$ cat src/rtl/dir_input_conditioner.sv
// dir_input_conditioner: synchronises and debounces four direction buttons.
// It keeps a one-hot (or all-zero) heading for the movement stage.
// Movement is gated by an IDLE/PLAY/DONE game-phase FSM.
// Optional macro STICKY_DIR_EN: when defined, the heading latches the most
// recent press. When undefined, the heading follows a single held button.
`timescale 1ns/1ps
module dir_input_conditioner #(
  parameter int unsigned DEBOUNCE_CYCLES = 500000,
  parameter int unsigned CNT_W           = 20
) (
  input  logic       clk,
  input  logic       reset,
  input  logic       BtnL,
  input  logic       BtnU,
  input  logic       BtnR,
  input  logic       BtnD,
  input  logic       start,
  input  logic       ack,
  input  logic       win,
  input  logic       lose,
  output logic       Left,
  output logic       Up,
  output logic       Right,
  output logic       Down,
  output logic [1:0] dirCode,
  output logic       dirValid,
  output logic [1:0] phase
);

  localparam int unsigned NBTN = 4;
  localparam logic [1:0] IDLE = 2'd0;
  localparam logic [1:0] PLAY = 2'd1;
  localparam logic [1:0] DONE = 2'd2;
  localparam logic [CNT_W-1:0] CNT_LAST = CNT_W'(DEBOUNCE_CYCLES - 1);

  // Button vector order: bit0=L, bit1=U, bit2=R, bit3=D (matches dirCode).
  logic [NBTN-1:0]  raw_c;
  logic [NBTN-1:0]  sync1;
  logic [NBTN-1:0]  sync2;
  logic [NBTN-1:0]  db;
  logic [CNT_W-1:0] cnt [NBTN];
  logic [1:0]       state;
  logic [1:0]       state_next;
  logic [NBTN-1:0]  heading;
  logic [NBTN-1:0]  heading_next;
  logic [1:0]       code_next;
`ifdef STICKY_DIR_EN
  logic [NBTN-1:0]  press;
`endif

  assign raw_c = {BtnD, BtnR, BtnU, BtnL};

  // Two-flop synchroniser for the asynchronous buttons.
  always_ff @(posedge clk or negedge reset) begin
    if (!reset) begin
      sync1 <= '0;
      sync2 <= '0;
    end else begin
      sync1 <= raw_c;
      sync2 <= sync1;
    end
  end

  // Per-button debounce: accept a new level after DEBOUNCE_CYCLES stable samples.
  always_ff @(posedge clk or negedge reset) begin
    if (!reset) begin
      db <= '0;
`ifdef STICKY_DIR_EN
      press <= '0;
`endif
      for (int i = 0; i < NBTN; i++) cnt[i] <= '0;
    end else begin
      for (int i = 0; i < NBTN; i++) begin
`ifdef STICKY_DIR_EN
        press[i] <= 1'b0;
`endif
        if (sync2[i] == db[i]) begin
          cnt[i] <= '0;
        end else if (cnt[i] == CNT_LAST) begin
          db[i]  <= ~db[i];
          cnt[i] <= '0;
`ifdef STICKY_DIR_EN
          press[i] <= ~db[i];
`endif
        end else begin
          cnt[i] <= cnt[i] + CNT_W'(1);
        end
      end
    end
  end

  // Phase transitions and next heading.
  always_comb begin
    state_next   = state;
    heading_next = heading;
    case (state)
      IDLE: begin
        heading_next = '0;
        if (start) state_next = PLAY;
      end
      PLAY: begin
        if (win || lose) begin
          state_next   = DONE;
          heading_next = '0;
        end else begin
`ifdef STICKY_DIR_EN
          if      (press[0]) heading_next = 4'b0001;
          else if (press[1]) heading_next = 4'b0010;
          else if (press[2]) heading_next = 4'b0100;
          else if (press[3]) heading_next = 4'b1000;
`else
          case (db)
            4'b0001, 4'b0010, 4'b0100, 4'b1000: heading_next = db;
            default:                            heading_next = '0;
          endcase
`endif
        end
      end
      DONE: begin
        heading_next = '0;
        if (ack) state_next = IDLE;
      end
      default: begin
        state_next   = IDLE;
        heading_next = '0;
      end
    endcase

    code_next = 2'd0;
    if      (heading_next[1]) code_next = 2'd1;
    else if (heading_next[2]) code_next = 2'd2;
    else if (heading_next[3]) code_next = 2'd3;
  end

  // Phase and heading registers.
  always_ff @(posedge clk or negedge reset) begin
    if (!reset) begin
      state    <= IDLE;
      heading  <= '0;
      dirCode  <= 2'd0;
      dirValid <= 1'b0;
    end else begin
      state    <= state_next;
      heading  <= heading_next;
      dirCode  <= code_next;
      dirValid <= |heading_next;
    end
  end

  assign phase = state;
  assign Left  = heading[0];
  assign Up    = heading[1];
  assign Right = heading[2];
  assign Down  = heading[3];

endmodule
$ cat config.mk
export PLATFORM = sky130hd
export DESIGN_NAME = dir_input_conditioner
export DESIGN_NICKNAME = d
export VERILOG_FILES = /design/src/rtl/dir_input_conditioner.sv
export SDC_FILE = /design/constraint.sdc
export NUM_CORES = 1
export LEC_CHECK = 0
export BUFFER_PORTS_ARGS = -buffer_cell sky130_fd_sc_hd__buf_4
export CAP_MARGIN = 20
export CORE_UTILIZATION = 69
export CTS_BUF_LIST = sky130_fd_sc_hd__clkbuf_4
export DETAILED_ROUTE_END_ITERATION = 12
export PLACE_DENSITY_LB_ADDON = 0.08
export SLEW_MARGIN = 20
export SYNTH_ARGS = -nofsm -noshare
export SYNTH_HDL_FRONTEND = slang
export SYNTH_SLANG_ARGS = --single-unit
$ cat constraint.sdc
create_clock -name clk -period 4.93 [get_ports clk]
set_input_delay 0.986 -clock clk [delete_from_list [all_inputs] [get_ports clk]]
set_output_delay 0.986 -clock clk [all_outputs]
set_load 0.005 [all_outputs]
==> results of run 1 <==
==> layout make-up <==
cell class | count | area, sq um
multi-input cells | 342 | 2130
clock inverters | 4 | 72.6
well taps | 77 | 96.3
fillers | 441 | 1400
repair buffers | 19 | 143
inverters | 18 | 67.6
clock buffers | 12 | 90.1
flip-flops and latches | 101 | 2530
==> layer usage <==
| layer | track usage, % | share of wire [%] | vias to the layer above |
|---|---|---|---|
| li1 | - | - | 1700 |
| met1 | 34.8 | 47 | 1715 |
| met2 | 43.6 | 49 | 77 |
| met3 | 5.84 | 3.5 | 8 |
| met4 | 6.93 | 0.74 | 0 |
| met5 | 0 | 0 | - |
==> stage by stage <==
step / total power, mW / cells / setup WS [ns] / cell area [sq um]
global route: 1.47 / 573 / 2.63 / 5130
floorplan: 0.917 / 473 / 3.01 / 4780
CTS: 1.43 / 573 / 2.83 / 5130
global placement: 0.957 / 557 / 2.82 / 4970
detailed placement: 0.960 / 557 / 2.81 / 4970
finish: 1.41 / 573 / 2.82 / 5130
==> power by group <==
group	switching (mW)	total (mW)	internal, mW
Combinational	0.0461	0.0767	0.0306
Sequential	0.0199	0.866	0.847
Clock	0.248	0.471	0.223
Total	0.314	1.41	1.10
==> final timing paths <==
check,end,startpoint,slack (ns),cells after the start
setup reg to reg,cnt[38],cnt[20],2.82,5
setup / recovery,cnt[38],cnt[20],2.82,5
hold / removal,sync2[2],sync1[2],0.37,0
hold reg to reg,sync2[2],sync1[2],0.37,0
min in group asynchronous,cnt[27],reset,0.61,1
max in group asynchronous,cnt[33],reset,3.33,2
==> critical path, delay by kind of cell, from the launching register on <==
family	cells	cell delay, ns
and+or+nand+nor	3	1.22
DFF	1	0.44
adders and majority gates	1	0.25
AOI/OAI and AO/OA	1	0.14
==> cell families (layout without fill, tap and decap cells) <==
| family | count (synthesis) | in the layout |
|---|---|---|
| and+or+nand+nor | 226 | 226 |
| DFF | 101 | 101 |
| xor gates and xnor gates | 57 | 57 |
| AOI/OAI and AO/OA | 49 | 49 |
| buffers and inverters | 30 | 53 |
| muxes | 6 | 6 |
| adders and majority gates | 4 | 4 |
==> synth_stat cells <==
master     number
mux2i_1         2
nand2b_1        1
nor4b_1         5
ha_1            4
or4_4           1
a41o_1          2
nor4bb_1        1
o31ai_1         5
nand2_1        23
nand4bb_1       1
buf_4           1
xnor2_1        45
a31oi_1         1
nand3_1        23
a2111oi_4       1
and2_1          4
a31o_2          2
o21a_1          2
nand3_2         3
or4_1          10
o211ai_1        1
nand4_2         2
a21oi_1        19
nor4_1         15
mux2_2          4
inv_1          18
o21ai_0        15
nor3_1         13
or3_1          18
buf_2           2
o21bai_4        1
and4_1          5
or2_2           2
nand4_1        19
or4b_1          2
dfrtp_1       101
clkbuf_1        9
nor2_1         78
xor2_1         12
==> state kept, by name (all words and copies together), names as in the netlist <==
signal,flops
cnt,80
db,4
dirCode,2
dirValid,1
heading,4
phase,2
sync1,4
sync2,4
==> impl_metrics.ini, run 1 <==
[floorplanning]
die_w_microns = 85.2
num_rows = 29
ios = 19
dieHeight_microns = 85.2
initial_core_util_pct = 73.2
fp.coreArea_sq_um = 6530
die_area_sq_um = 7260

[timing]
max_freq_mhz = 473
slew_viol_final = 0
fin_hold_ws_ns = 0.369
fin_tns_setup_ns = 0
period_needed_ns = 2.11
hold_viol = 0
relSlewSlack_pct = 50.1
finalCritPeriodShare_pct = 42.9
finalSetupViolCount = 0
tightest_slew_ns = 0.748
rsz0062_at_grt = no
fin_skew_ns = 0.00946

[yosys]
ys_top_cells_by_area = dfrtp_1, xnor2_1, nor2_1
synth_xor_area_share_pct = 10.4
yosys.area_share.simple_pct = 25.1
yosysWarnings = 0
synth-adder-area-share_pct = 1.05
yosysTopAreaCell = dfrtp_1
synth.avg_cell_area_sq_um = 10.1
ys_types = 39
synth_compound_area_share_pct = 6.70
syn_inst = 473
netlist_area_sq_um = 4780
ys_seq_area_share_pct = 52.9
synth_top_family_by_area = simple AND/OR/NAND/NOR gates
synthDominantCellAreaShare_pct = 52.9
synth_mux_area_share_pct = 1.36
syn_nets = 487
synth_seq_cells = 101

[final_layout]
drive_gt1_share_pct = 10.1
syn2layout_area_growth_pct = 7.33
nNetsFinal = 505
antenna_cells = 0
final_common_cell = dfrtp_1
final_core_util_pct = 78.5
final_cell_mix = dfrtp_1, nor2_1, xnor2_1, nand3_1, nand2_1

[worst_setup_path]
end_kind = flip-flop
path_class = reg2reg
critPathMaxFanout = 7
crit_arrival_ns = 2.47
crit_chain = ha_1 > nand4_2 > or4_4 > or4_1 > a21oi_1
cpPeakStageDelay_ns = 0.61
worstPathRequired_ns = 5.28
startpoint_type = flip-flop
slowest_stage = or4_4

[flow_run]
max_cap_violations = 0

[clock_tree]
path_clk_slew_ns = 0.14
root_buffer = clkbuf_4
cts_made_buffers = 9
htreeDepth = 3
cts_hold_buf = 0
clk_path_buf_depth = 2
postCtsSetupRepairBufs = 0
cts.sinks = 101
cts_resized = 0
tritoncts = yes
clk_latency_ns = 0.42

[detailed_routing]
drt_wl_total_mm = 8.42
drt_iter0_markers = 137
drc = 0
dr.pass1.iters = 4
wire_per_inst_microns = 14.7
vias = 3500
avgViaCountPerCell = 6.11
postRouteAntennaNets = 0

[status]
outcome = finished, final reports clean

[grt]
grt_pass1_vias = 3362
grt.overflow.total = 0
grt_first_pass_wirelength_mm = 15.0
grt_max_degree = 64
antenna_found_initial = 0
track_usage_pct = 26.1

[placement]
io_buffers = 18
place_congestion = 0.850
dp_hpwl_mm = 5.84

[power]
power.density_nw_per_um2 = 276
leakagePower_nw = 2.03
ir_worst_vdd_v = 0.000279

[hold_path]
hold_path.class = reg2reg
Note: power is estimated with default switching activity, not from simulation.
==> inputs of run 2 (changes only) <==
CORE_UTILIZATION = 64   (was 69)
clock period = 1.98 ns   (was 4.93 ns; I/O delays follow)
==> run 2 against run 1 <==
Maximum frequency grew 8.3%. Count of clock-buffer cells in the layout shrank 3. Highest routed layer unchanged. Non-clock buffer count grew 39.
==> impl_metrics.ini, run 2 (synthesized netlist as in run 1, its figures left out) <==
[power]
leakagePower_nw = 2.22
power.density_nw_per_um2 = 623
ir_worst_vdd_v = 0.000572

[worst_setup_path]
startpoint_type = flip-flop
path_class = reg2reg
worstPathRequired_ns = 2.37
critPathMaxFanout = 5
end_kind = flip-flop
crit_arrival_ns = 2.34

[detailed_routing]
postRouteAntennaNets = 0
drt_iter0_markers = 158
dr.pass1.iters = 4
vias = 3673
drc = 0
drt_wl_total_mm = 9.35
avgViaCountPerCell = 5.79
wire_per_inst_microns = 14.8

[final_layout]
fillers = 516
final_cell_mix = dfrtp_1, nor2_1, buf_4, xnor2_1
final_area_sq_um = 5500
antenna_cells = 0
syn2layout_area_growth_pct = 15.1
final_common_cell = dfrtp_1
nNetsFinal = 544
top_register = cnt
largest_reg_flops = 80
drive_gt1_share_pct = 17.8

[status]
outcome = finished, final reports clean

[grt]
grt.overflow.total = 0
grt_first_pass_wirelength_mm = 15.6
grt_max_degree = 39
grt_pass1_vias = 3437
antenna_found_initial = 0
track_usage_pct = 25.8

[timing]
slew_viol_final = 0
tightest_slew_ns = 0.484
fin_ws_ns = 0.0278
hold_viol = 0
max_freq_mhz = 512
fin_tns_setup_ns = 0
fin_skew_ns = 0.0234
finalSetupViolCount = 0
finalCritPeriodShare_pct = 98.6
relSlewSlack_pct = 67.8
period_needed_ns = 1.95
fin_hold_ws_ns = 0.0309

[clock_tree]
cts.sinks = 101
path_clk_slew_ns = 0.17
root_buffer = clkbuf_4
clk_latency_ns = 0.46
clk_path_buf_depth = 2
cts_made_buffers = 9
htreeDepth = 3
tritoncts = yes

[floorplanning]
initial_core_util_pct = 65.9
num_rows = 31
dieHeight_microns = 88.4
die_w_microns = 88.4
fp.coreArea_sq_um = 7250
ios = 19
die_area_sq_um = 7820

[placement]
place_ws_ns = 0.0233
place_congestion = 0.853
io_buffers = 18
placed_cell_area_sq_um = 5280
dp_hpwl_mm = 6.56

[flow_run]
max_cap_violations = 0

[hold_path]
hold_path.class = in2reg
[run 2: worst max-delay path, stage by stage, from the launching register on]
cell and delay (ns):
dfrtp_1 0.37, buf_4 0.12, nand4_1 0.23, or4_4 0.57
or4_1 0.44, a21oi_2 0.16
[run 2: layer usage]
layer,global-route usage (%),routed length (microns),up-vias
met4,7.48,153,0
met2,42.9,4620,73
li1,-,-,1782
met1,34.3,4250,1801
met3,5.41,334,17
met5,0,0,-
[run 2: final timing paths]
path	slack, ns	cells after the start	end	startpoint
setup / recovery	0.03	5	cnt[38]	cnt[30]
setup reg to reg	0.03	5	cnt[38]	cnt[30]
hold reg to reg	0.37	0	sync2[1]	sync1[1]
max in group asynchronous	1.00	3	cnt[64]	reset
min in group asynchronous	0.42	2	heading[3]	reset
hold / removal	0.03	1	sync1[1]	BtnU
[run 2: timing repair]
item / in CTS / in global routing
gates resized for setup: 1 / 9
endpoints found under the hold margin: 34 / 1
pin swaps: 0 / 3
hold buffers: 1 / 1
buffers inserted: 0 / 3
endpoints found under the setup margin: 1 / 11
[run 2: report_power, final]
| part | internal, mW | switching [mW] | total, mW |
|---|---|---|---|
| Combinational | 0.104 | 0.130 | 0.235 |
| Clock | 0.290 | 0.746 | 1.04 |
| Sequential | 2.11 | 0.0487 | 2.16 |
| Total | 2.50 | 0.925 | 3.43 |
[run 2: through the flow]
stage	cells	total power, mW	utilization [%]
floorplan	473	2.28	-
finish	634	3.43	75.9
global route	634	3.56	75.9
detailed placement	613	2.42	72.7
global placement	613	2.41	72.7
CTS	630	3.44	74.7
[run 2: cell type report]
class	count	area, sq um	share of cell area [%]
inverters	18	67.6	1.23
repair buffers	58	465	8.46
multi-input cells	342	2190	39.7
flip-flops and latches	101	2530	45.9
well taps	99	124	2.25
clock inverters	7	63.8	1.16
clock buffers	9	67.6	1.23
==> inputs of run 3 (changes only) <==
CELL_PAD_IN_SITES_DETAIL_PLACEMENT = 2   (was default)
CELL_PAD_IN_SITES_GLOBAL_PLACEMENT = 2   (was default)
CORE_UTILIZATION = 42   (was 64)
==> run 3 against run 2 <==
Count of clock-buffer cells in the layout unchanged. Wire length increased by 53%. Power increased by 6.0%. Global-route usage decreased by 0.92 points. Non-clock buffer count increased by 13. Core utilization decreased by 24 points. Critical path type unchanged. Highest routed layer unchanged.
==> impl_metrics.ini, run 3 (synthesized netlist as in run 1, its figures left out) <==
[status]
outcome = finished, final reports clean

[clock_tree]
path_clk_slew_ns = 0.16
root_buffer = clkbuf_4
clk_latency_ns = 0.48
htreeDepth = 3
tritoncts = yes
clk_path_buf_depth = 2
cts.sinks = 101
cts_made_buffers = 9

[grt]
grt_pass1_vias = 4365
track_usage_pct = 24.8
grt.overflow.total = 0
antenna_found_initial = 1
grt_max_degree = 102
grt_first_pass_wirelength_mm = 22.3

[floorplanning]
die_w_microns = 109
num_rows = 38
initial_core_util_pct = 43.5
fp.coreArea_sq_um = 11000
ios = 19
die_area_sq_um = 11800
dieHeight_microns = 109

[detailed_routing]
postRouteAntennaNets = 0
drt_iter0_markers = 134
avgViaCountPerCell = 5.64
drt_wl_total_mm = 14.4
vias = 3883
drc = 0
wire_per_inst_microns = 20.9
dr.pass1.iters = 4

[timing]
finalSetupViolCount = 0
period_needed_ns = 1.95
slew_viol_final = 0
fin_skew_ns = 0.0183
finalCritPeriodShare_pct = 98.4
hold_viol = 0
max_freq_mhz = 513
tightest_slew_ns = 0.577
relSlewSlack_pct = 61.2

[placement]
place_congestion = 0.774
place_inst = 655
io_buffers = 18
dp_hpwl_mm = 9.21

[worst_setup_path]
crit_arrival_ns = 2.33
slowest_stage = or4b_4
path_class = reg2reg
end_kind = flip-flop
startpoint_type = flip-flop
worstPathRequired_ns = 2.36
critPathMaxFanout = 2
cpPeakStageDelay_ns = 0.55
crit_chain = or4b_4 > or3_4 > nor2_2 > mux2_2

[final_layout]
syn2layout_area_growth_pct = 19.3
nNetsFinal = 557
largest_reg_flops = 80
seq_area_sq_um = 2530
final_common_cell = dfrtp_1
drive_gt1_share_pct = 20.5
instances_no_fill = 688
final_cell_mix = dfrtp_1, nor2_1, buf_4, xnor2_1
multi_input_area_sq_um = 2200
top_register = cnt
fillers = 1152

[power]
power.density_nw_per_um2 = 637
leakagePower_nw = 2.28
total_power_mw = 3.63
ir_worst_vdd_v = 0.000459

[hold_path]
hold_path.class = in2reg

[flow_run]
max_cap_violations = 0
run 3: cell types whose count changed in the layout (fill, tap and decap cells not counted), sizes merged:
cell / before / now
bufinv: 0 / 2
diode: 0 / 1
clkinvlp: 1 / 2
inv: 22 / 18
dlygate4sd3: 2 / 5
buf: 56 / 66
run 3: stage by stage:
stage          cell area, sq um  util, %  setup TNS (ns)  hold WS [ns]  setup WS (ns)
6_report                   5700     51.9               0         0.162         0.0311
5_1_grt                    5700     51.9         -0.0933         0.130        -0.0545
4_1_cts                    5550     50.5               0        0.0912       0.000446
3_5_place_dp               5320     48.5               0         0.338         0.0120
3_3_place_gp               5320     48.5               0         0.332         0.0928
2_1_floorplan              4780        -               0         0.100         0.0633
run 3: timing repair:
action / 4_1_cts / 5_1_grt
setup endpoints to repair: 4 / 39
cloned: 0 / 0
resized for setup: 3 / 17
hold buffers: 5 / 0
hold endpoints to repair: 105 / 0
setup buffers: 1 / 11
pin swaps: 0 / 7
run 3: final timing paths:
path / start / end / slack [ns] / depth (start not counted)
min in group asynchronous: reset / cnt[26] / 0.50 / 3
max in group asynchronous: reset / cnt[28] / 1.03 / 3
hold / removal: start / phase[0] / 0.16 / 3
hold reg to reg: sync1[0] / sync2[0] / 0.37 / 0
setup reg to reg: cnt[32] / db[2] / 0.03 / 4
setup / recovery: cnt[32] / db[2] / 0.03 / 4
run 3: area by class of cell:
cell class | instances | area share (%)
flip-flops and latches | 101 | 44.4
multi-input cells | 342 | 38.5
repair buffers | 71 | 10.1
well taps | 140 | 3.07
clock inverters | 6 | 1.56
clock buffers | 9 | 1.19
inverters | 18 | 1.19
diodes | 1 | 0.0439
run 3: critical path, delay by kind of cell, from the launching register on:
family	cells	cell delay [ns]
simple gates	3	1.10
flops	1	0.42
mux	1	0.34
run 3: power breakdown:
part           total (mW)  internal [mW]  switching (mW)
clock network        1.22          0.505           0.712
logic               0.259          0.112           0.147
registers            2.16           2.11          0.0493
run 3: routing by layer:
layer	up-vias	wire (microns)	track usage, %	part of all wire, %
li1	1804	-	-	-
met5	-	0	0	0
met2	50	7680	43.9	54
met3	25	367	5.50	2.6
met1	2004	6010	29.4	42
met4	0	292	9.36	2.0
